==> src/rtl/button_conditioner.sv <==
// Multi-channel push-button conditioner: polarity fix, two-flop synchroniser,
// tick-paced debounce, press/release strobes and per-channel auto-repeat.
module button_conditioner #(
  parameter int N_CH           = 4,
  parameter int CNT_W          = 20,
  parameter int DEBOUNCE_TICKS = 50000,
  parameter int REPEAT_DELAY   = 500000,
  parameter int REPEAT_RATE    = 100000,
  parameter bit ACTIVE_LOW     = 1'b0
) (
  input  logic            clk,
  input  logic            rst,
  input  logic            tick,
  input  logic [N_CH-1:0] repeat_en,
  input  logic [N_CH-1:0] btn_raw,
  output logic [N_CH-1:0] pressed,
  output logic [N_CH-1:0] press_pulse,
  output logic [N_CH-1:0] release_pulse,
  output logic [N_CH-1:0] repeat_pulse,
  output logic            any_pressed
);

  localparam logic [CNT_W-1:0] DB_LAST = CNT_W'(DEBOUNCE_TICKS - 1);
  localparam logic [CNT_W-1:0] RD_LAST = CNT_W'(REPEAT_DELAY - 1);
  localparam logic [CNT_W-1:0] RR_LAST = CNT_W'(REPEAT_RATE - 1);

  typedef enum logic [1:0] {
    ST_IDLE  = 2'd0,
    ST_DELAY = 2'd1,
    ST_RATE  = 2'd2
  } rep_state_t;

  logic [N_CH-1:0] w_level;
  logic [N_CH-1:0] w_pressed_nxt;
  logic            r_any_pressed;

  assign w_level = ACTIVE_LOW ? ~btn_raw : btn_raw;

  for (genvar g = 0; g < N_CH; g++) begin : g_ch
    logic             r_s1;
    logic             r_s2;
    logic             r_pressed;
    logic [CNT_W-1:0] r_db_cnt;
    logic [CNT_W-1:0] w_db_cnt_nxt;
    logic             w_accept;
    logic             r_press_pulse;
    logic             r_release_pulse;
    rep_state_t       r_state;
    rep_state_t       w_state_nxt;
    logic [CNT_W-1:0] r_rep_cnt;
    logic [CNT_W-1:0] w_rep_cnt_nxt;
    logic             w_rep_fire;
    logic             r_repeat_pulse;

    // Two-flop synchroniser on the polarity-corrected level
    always_ff @(posedge clk or posedge rst) begin
      if (rst) begin
        r_s1 <= 1'b0;
        r_s2 <= 1'b0;
      end else begin
        r_s1 <= w_level[g];
        r_s2 <= r_s1;
      end
    end

    // Debounce: the terminal compare wins over increment so the counter never wraps
    always_comb begin
      w_db_cnt_nxt = r_db_cnt;
      w_accept     = 1'b0;
      if (r_s2 == r_pressed) begin
        w_db_cnt_nxt = '0;
      end else if (tick) begin
        if (r_db_cnt == DB_LAST) begin
          w_accept     = 1'b1;
          w_db_cnt_nxt = '0;
        end else begin
          w_db_cnt_nxt = r_db_cnt + 1'b1;
        end
      end else begin
        w_db_cnt_nxt = r_db_cnt;
      end
    end

    assign w_pressed_nxt[g] = w_accept ? r_s2 : r_pressed;

    // Debounced level and edge strobes, issued on the edge the level changes
    always_ff @(posedge clk or posedge rst) begin
      if (rst) begin
        r_db_cnt        <= '0;
        r_pressed       <= 1'b0;
        r_press_pulse   <= 1'b0;
        r_release_pulse <= 1'b0;
      end else begin
        r_db_cnt        <= w_db_cnt_nxt;
        r_pressed       <= w_pressed_nxt[g];
        r_press_pulse   <= w_accept & r_s2;
        r_release_pulse <= w_accept & ~r_s2;
      end
    end

    // Repeat FSM state register
    always_ff @(posedge clk or posedge rst) begin
      if (rst) begin
        r_state   <= ST_IDLE;
        r_rep_cnt <= '0;
      end else begin
        r_state   <= w_state_nxt;
        r_rep_cnt <= w_rep_cnt_nxt;
      end
    end

    // Repeat FSM next state; uses the upcoming level so DELAY starts with the press strobe
    always_comb begin
      w_state_nxt   = r_state;
      w_rep_cnt_nxt = r_rep_cnt;
      if (!w_pressed_nxt[g] || !repeat_en[g]) begin
        w_state_nxt   = ST_IDLE;
        w_rep_cnt_nxt = '0;
      end else begin
        case (r_state)
          ST_IDLE: begin
            w_state_nxt   = ST_DELAY;
            w_rep_cnt_nxt = '0;
          end
          ST_DELAY: begin
            if (tick && (r_rep_cnt == RD_LAST)) begin
              w_state_nxt   = ST_RATE;
              w_rep_cnt_nxt = '0;
            end else if (tick) begin
              w_rep_cnt_nxt = r_rep_cnt + 1'b1;
            end else begin
              w_rep_cnt_nxt = r_rep_cnt;
            end
          end
          ST_RATE: begin
            if (tick && (r_rep_cnt == RR_LAST)) begin
              w_rep_cnt_nxt = '0;
            end else if (tick) begin
              w_rep_cnt_nxt = r_rep_cnt + 1'b1;
            end else begin
              w_rep_cnt_nxt = r_rep_cnt;
            end
          end
          default: begin
            w_state_nxt   = ST_IDLE;
            w_rep_cnt_nxt = '0;
          end
        endcase
      end
    end

    // Repeat FSM output decode
    always_comb begin
      w_rep_fire = 1'b0;
      if (w_pressed_nxt[g] && repeat_en[g] && tick) begin
        case (r_state)
          ST_DELAY: w_rep_fire = (r_rep_cnt == RD_LAST);
          ST_RATE:  w_rep_fire = (r_rep_cnt == RR_LAST);
          default:  w_rep_fire = 1'b0;
        endcase
      end else begin
        w_rep_fire = 1'b0;
      end
    end

    // Registered repeat strobe
    always_ff @(posedge clk or posedge rst) begin
      if (rst) begin
        r_repeat_pulse <= 1'b0;
      end else begin
        r_repeat_pulse <= w_rep_fire;
      end
    end

    assign pressed[g]       = r_pressed;
    assign press_pulse[g]   = r_press_pulse;
    assign release_pulse[g] = r_release_pulse;
    assign repeat_pulse[g]  = r_repeat_pulse;
  end

  // Aggregate level, aligned with the per-channel pressed outputs
  always_ff @(posedge clk or posedge rst) begin
    if (rst) begin
      r_any_pressed <= 1'b0;
    end else begin
      r_any_pressed <= |w_pressed_nxt;
    end
  end

  assign any_pressed = r_any_pressed;

endmodule
==> config.mk <==
export PLATFORM = sky130hd
export DESIGN_NAME = button_conditioner
export DESIGN_NICKNAME = d
export VERILOG_FILES = /design/src/rtl/button_conditioner.sv
export SDC_FILE = /design/constraint.sdc
export NUM_CORES = 1
export LEC_CHECK = 0
export BUFFER_PORTS_ARGS = -buffer_cell sky130_fd_sc_hd__buf_2
export CAP_MARGIN = 15
export CORE_UTILIZATION = 40
export DETAILED_ROUTE_END_ITERATION = 12
export SLEW_MARGIN = 20
export SYNTH_ARGS = -nofsm -noshare
export SYNTH_HDL_FRONTEND = slang
export SYNTH_SLANG_ARGS = --single-unit
==> constraint.sdc <==
create_clock -name clk -period 17.9 [get_ports clk]
set_input_delay 1.79 -clock clk [delete_from_list [all_inputs] [get_ports clk]]
set_output_delay 1.79 -clock clk [all_outputs]
set_load 0.01 [all_outputs]
Yosys cells after proc, flatten, opt, wreduce, memory -nomap -nowiden
Cells that the tools add are included.
- logic and storage cells: 198
- flip-flop bits (word level): 193
- output and inout port bits: 17
- bits of input ports: 11
- equality and inequality tests: 32
- add/subtract/negate cells: 8
- reductions and logical operators: 41
- muxes and demuxes: 68
- bitwise gates (word level): 12
- operators with widths (operator ; count):
    $mux W20 ; 28
    $add A20 B1 Y20 const B ; 8
    $pmux W20 S2 ; 4
    $eq A20 B16 Y1 const B ; 4
    $eq A20 B17 Y1 const B ; 4
    $eq A20 B19 Y1 const B ; 4
    $pmux W2 S3 ; 4
    $mux W1 ; 20
    $logic_and A1 B1 Y1 ; 16
    $mux W2 ; 8
    $ne A3 B3 Y1 const B ; 4
    $and A1 B1 Y1 ; 8
    $eq A2 B1 Y1 const B ; 4
    $eq A2 B2 Y1 const B ; 4
    $logic_not A1 Y1 ; 8
    $logic_not A2 Y1 ; 4
    $ne A2 B2 Y1 const B ; 4
    $pmux W1 S2 ; 4
    $reduce_and A2 Y1 ; 4
    $reduce_bool A2 Y1 ; 4
    $eq A1 B1 Y1 ; 4
    $logic_or A1 B1 Y1 ; 4
    $not A1 Y1 ; 4
    $reduce_or A4 Y1 ; 1

Longest topological paths before layout
- depth after elaboration: 9
- gate-level depth with buffers: 8

Worst setup path after synthesis
Ideal clock, no wire load.
- kind: input to register
- from: input port tick
- to: register g_ch[1].r_db_cnt[13]
- arrival: 3.227 ns
- path buffers: 2
- setup time: 0.121 ns
- cell stages on the path: 6
- path slack: 14.552 ns
- required time: 17.779 ns
- cell sequence: buf_2 -> inv_1 -> or4b_1 -> o21ai_1 -> buf_2 -> nor2_1
- longest elaborated chain between the ends: 1
- RTL lines (item ; line ; source):
    from (decl) ; 13 ; input logic tick,
    $reduce_bool A2 Y1 (no source line) ; n/a ;
    to (signal assigned) ; 94 ; r_db_cnt <= w_db_cnt_nxt;
    to (decl) ; 43 ; logic [CNT_W-1:0] r_db_cnt;
No other way between the ends.
A chain may end at the register's enable or synchronous reset.

Final worst setup path
- from: input port tick
- to: register g_ch[2].r_rep_cnt[3]
- longest elaborated chain between the ends: 6
- elaborated cells on any way between the ends: 12
- those cells by class: mux: 8; reduce/logical: 4
- RTL lines (item ; line ; source):
    $mux W1 ; 72 ; end else if (tick) begin
    $mux W1 ; 70 ; if (r_s2 == r_pressed) begin
    $mux W1 ; 84 ; assign w_pressed_nxt[g] = w_accept ? r_s2 : r_pressed;
    $logic_not A1 Y1 ; 116 ; if (!w_pressed_nxt[g] || !repeat_en[g]) begin
    $logic_or A1 B1 Y1 ; 116 ;
    $mux W20 (*) ; 116 ;
    net g_ch[2].w_rep_cnt_nxt[3] ; 51 ; logic [CNT_W-1:0] w_rep_cnt_nxt;
    to (signal assigned) ; 108 ; r_rep_cnt <= w_rep_cnt_nxt;
    to (decl) ; 50 ; logic [CNT_W-1:0] r_rep_cnt;
Mark *: on every way through the listed nets, which the timed path passes. The rest lies on a longest branch.

==> run_results.csv <==
group,metric,value,unit
flow_run,cap_violations,0,
final_layout,insertedDiodeCount,0,
sta,clock.fmax,257,MHz
worst_setup_path,crit_fanout,53,
final_layout,nets,1107,
sta,skew,0.0168,ns
grt,grt-ovfl-total,0,
routing,drt_pass1_iterations,5,
grt,grt_pass1_wl,35.6,mm
worst_setup_path,worst_setup_path_end_kind,"flop",
grt,antenna_found_initial,1,
grt,grt_pass1_vias,7314,
sta,rsz0062_at_grt,"false",
logic_synthesis,synth-warning-count,0,
power,power_density,74.8,nW/um^2
floorplanning,dieWidth,162,um
outcome,status,"complete, no violations",
worst_setup_path,worst_path_max_delay_cell,"o22ai_2",
cts,cts_setup_buffers,0,
power,p_leak,4.49,nW
floorplanning,io_pins,28,
sta,final_max_slew_viol_count,0,
logic_synthesis,synth_area,10200,sq um
power,ir_drop,0.0508,mV
worst_setup_path,startpoint_type,"input pin",
routing,drc_errors,0,
routing,drtAntennaViolNets,0,
final_layout,drive_gt1_share,7.39,%
grt,grt_use_total,16.6,%
logic_synthesis,synth_top_area_share,47.1,%
cts,cts_sinks,193,
routing,routed_wl,20.4,mm
placed_design,gp_congestion,0.792,
sta,fin_ws,14.01,ns
worst_setup_path,cp.required,18.19,ns
sta,finalHoldViolations,0,
cts,clk_pin_slew,0.07,ns
placed_design,numPortBuffers,27,
logic_synthesis,syn_nets,1104,
worst_setup_path,path_class,"input pin to flop",
final_layout,areaGrowthSynthToFinish,8.57,%
logic_synthesis,async_reset_ff_share,100,%
floorplanning,start_util,40.7,%
floorplanning,die-area,26300,sq um
cts,cts_tree,"yes",
routing,drt_iter0_drc,470,
logic_synthesis,synth.most_common_cell,"dfrtp_1",
cts,cts.path.max_buffers,2,
floorplanning,die_y,162,um
sta,finalCritPeriodShare,21.7,%
worst_setup_path,rrSetupSlack,15.13,ns
logic_synthesis,ys_types,62,
worst_setup_path,crit_chain,"buf_2 -> buf_4 -> nand2_1 -> or4_4 -> o31a_1 -> o22ai_2 -> nor2_1",
cts,hold_buffers,0,
sta,tns,0,ns
worst_hold_path,hp-class,"flop to flop",
cts,h-tree-depth,4,
worst_setup_path,worstPathArrival,4.18,ns
placed_design,place_hpwl,13.5,mm
logic_synthesis,synth_area_leader_cell,"dfrtp_1",
sta,finalCriticalPeriod,3.89,ns
worst_setup_path,cp_slowest_stage_delay,0.62,ns
sta,finalSetupViolations,0,
logic_synthesis,yosysSeqAreaShare,47.1,%
cts,numCtsBuffers,17,
placed_design,pre_cts_ws,13.50,ns
logic_synthesis,ys.flop_type,"dfrtp_1",
routing,via_count,7445,
routing,drt-vias-per-instance,5.27,
cts,root_buffer,"clkbuf_16",
logic_synthesis,synth_seq_cells,193,
sta,worst_pin_slew,1.07,ns
sta,max-slew-margin-rel,28.2,%
cts,clkLatencyLatePin,0.44,ns
logic_synthesis,ys_top_cells_by_count,"dfrtp_1 (193), nor2_1 (166), xnor2_1 (77), xor2_1 (69), nand2_1 (66)",
cts,ctsResizeCount,0,
floorplanning,core,25200,sq um
floorplanning,rows,58,
logic_synthesis,yosys-top-cells-area,"dfrtp_1 (47%), xnor2_1 (6.6%), nor2_1 (6.1%)",
logic_synthesis,synthCells,1069,
grt,grt_max_degree,126,
logic_synthesis,synth-edff-count,0,
routing,wire_per_inst,14.4,um
logic_synthesis,syn_area_per_cell,9.59,sq um
-- per-layer routing --
layer | GRT usage, % | share of wire [%]
met1 | 22.5 | 50
met4 | 5.40 | 1.4
met2 | 26.6 | 46
met3 | 3.09 | 2.1
met5 | 0 | 0.054
-- registers in the layout, summed over array words and instances (netlist names) --
register and cells:
g_ch.r_release_pulse 4, g_ch.r_pressed 4, g_ch.r_s1 4, any_pressed 1, g_ch.r_rep_cnt 80, g_ch.r_press_pulse 4
g_ch.r_db_cnt 80, g_ch.r_repeat_pulse 4, g_ch.r_state 8, g_ch.r_s2 4
-- final timing paths --
kind / to / from / cells past startpoint
worst max-delay path: g_ch[2].r_rep_cnt[3] / tick / 7
worst min-delay path: g_ch[1].r_s2 / g_ch[1].r_s1 / 0
worst max register to register: g_ch[2].r_rep_cnt[3] / g_ch[2].r_rep_cnt[12] / 5
worst min register to register: g_ch[1].r_s2 / g_ch[1].r_s1 / 0
max in group asynchronous: g_ch[1].r_db_cnt[4] / rst / 3
min in group asynchronous: g_ch[2].r_release_pulse / rst / 2
-- worst max-delay path: cells and delay by family --
family                 cells  cell delay (ns)
buffers and inverters      2             0.57
and+or+nand+nor            3             0.84
AOI/OAI and AO/OA          2             0.95
-- area by class of cell --
type,count,area (sq um)
fillers,2392,14100
multi-input cells,793,5000
flip-flops and latches,193,4830
clock buffers,19,453
well taps,330,413
repair buffers,35,195
inverters,32,128
clock inverters,11,106
-- cell families after synthesis --
| kind of cell | synth area share, % |
|---|---|
| AOI/OAI and AO/OA | 6.25 |
| buffers and inverters | 4.06 |
| xor gates and xnor gates | 12.5 |
| muxes | 0.793 |
| DFF | 47.1 |
| adders and majority gates | 2.93 |
| and+or+nand+nor | 26.4 |
-- layout by cell type, fill, tap and decap left out, types with 4 or more instances in the layout --
cell	n
o21ai_1	4
nand3b_1	7
mux2i_1	7
dfrtp_1	193
o22ai_1	6
nor2_1	166
nor4b_1	11
and3_1	29
inv_1	31
nor3b_1	13
o31a_1	4
o21a_1	7
clkbuf_16	17
nor4_1	25
nand4b_1	6
or2_2	4
nand2_1	66
nand4_1	41
buf_4	8
nor3_1	46
a211oi_1	7
o21ai_0	17
xnor2_1	77
xor2_1	69
ha_1	24
or4_1	7
a21oi_1	16
and4_1	16
clkinv_4	4
or3_1	8
buf_2	27
o2111ai_1	5
a21boi_0	4
nand3_1	60
-- power by group --
group,internal (W),switching [W],leakage (nW),total [W]
logic,0.00000540,0.0000182,1.53,0.0000236
clock network,0.000199,0.000168,0.280,0.000368
registers,0.000439,0.00000287,2.67,0.000441
-- through the flow --
| stage | util [%] | hold slack [ns] | cells | power (W) | cell area [sq um] |
|---|---|---|---|---|---|
| 2_1_floorplan | - | 0.331 | 1069 | 0.000466 | 10200 |
| 3_3_place_gp | 42.0 | 0.336 | 1383 | 0.000474 | 10600 |
| 3_5_place_dp | 42.0 | 0.340 | 1383 | 0.000474 | 10600 |
| 4_1_cts | 44.2 | 0.355 | 1413 | 0.000845 | 11100 |
| 5_1_grt | 44.2 | 0.354 | 1413 | 0.000866 | 11100 |
| 6_report | 44.2 | 0.351 | 1413 | 0.000832 | 11100 |
Note: power is estimated with default switching activity, not from simulation.
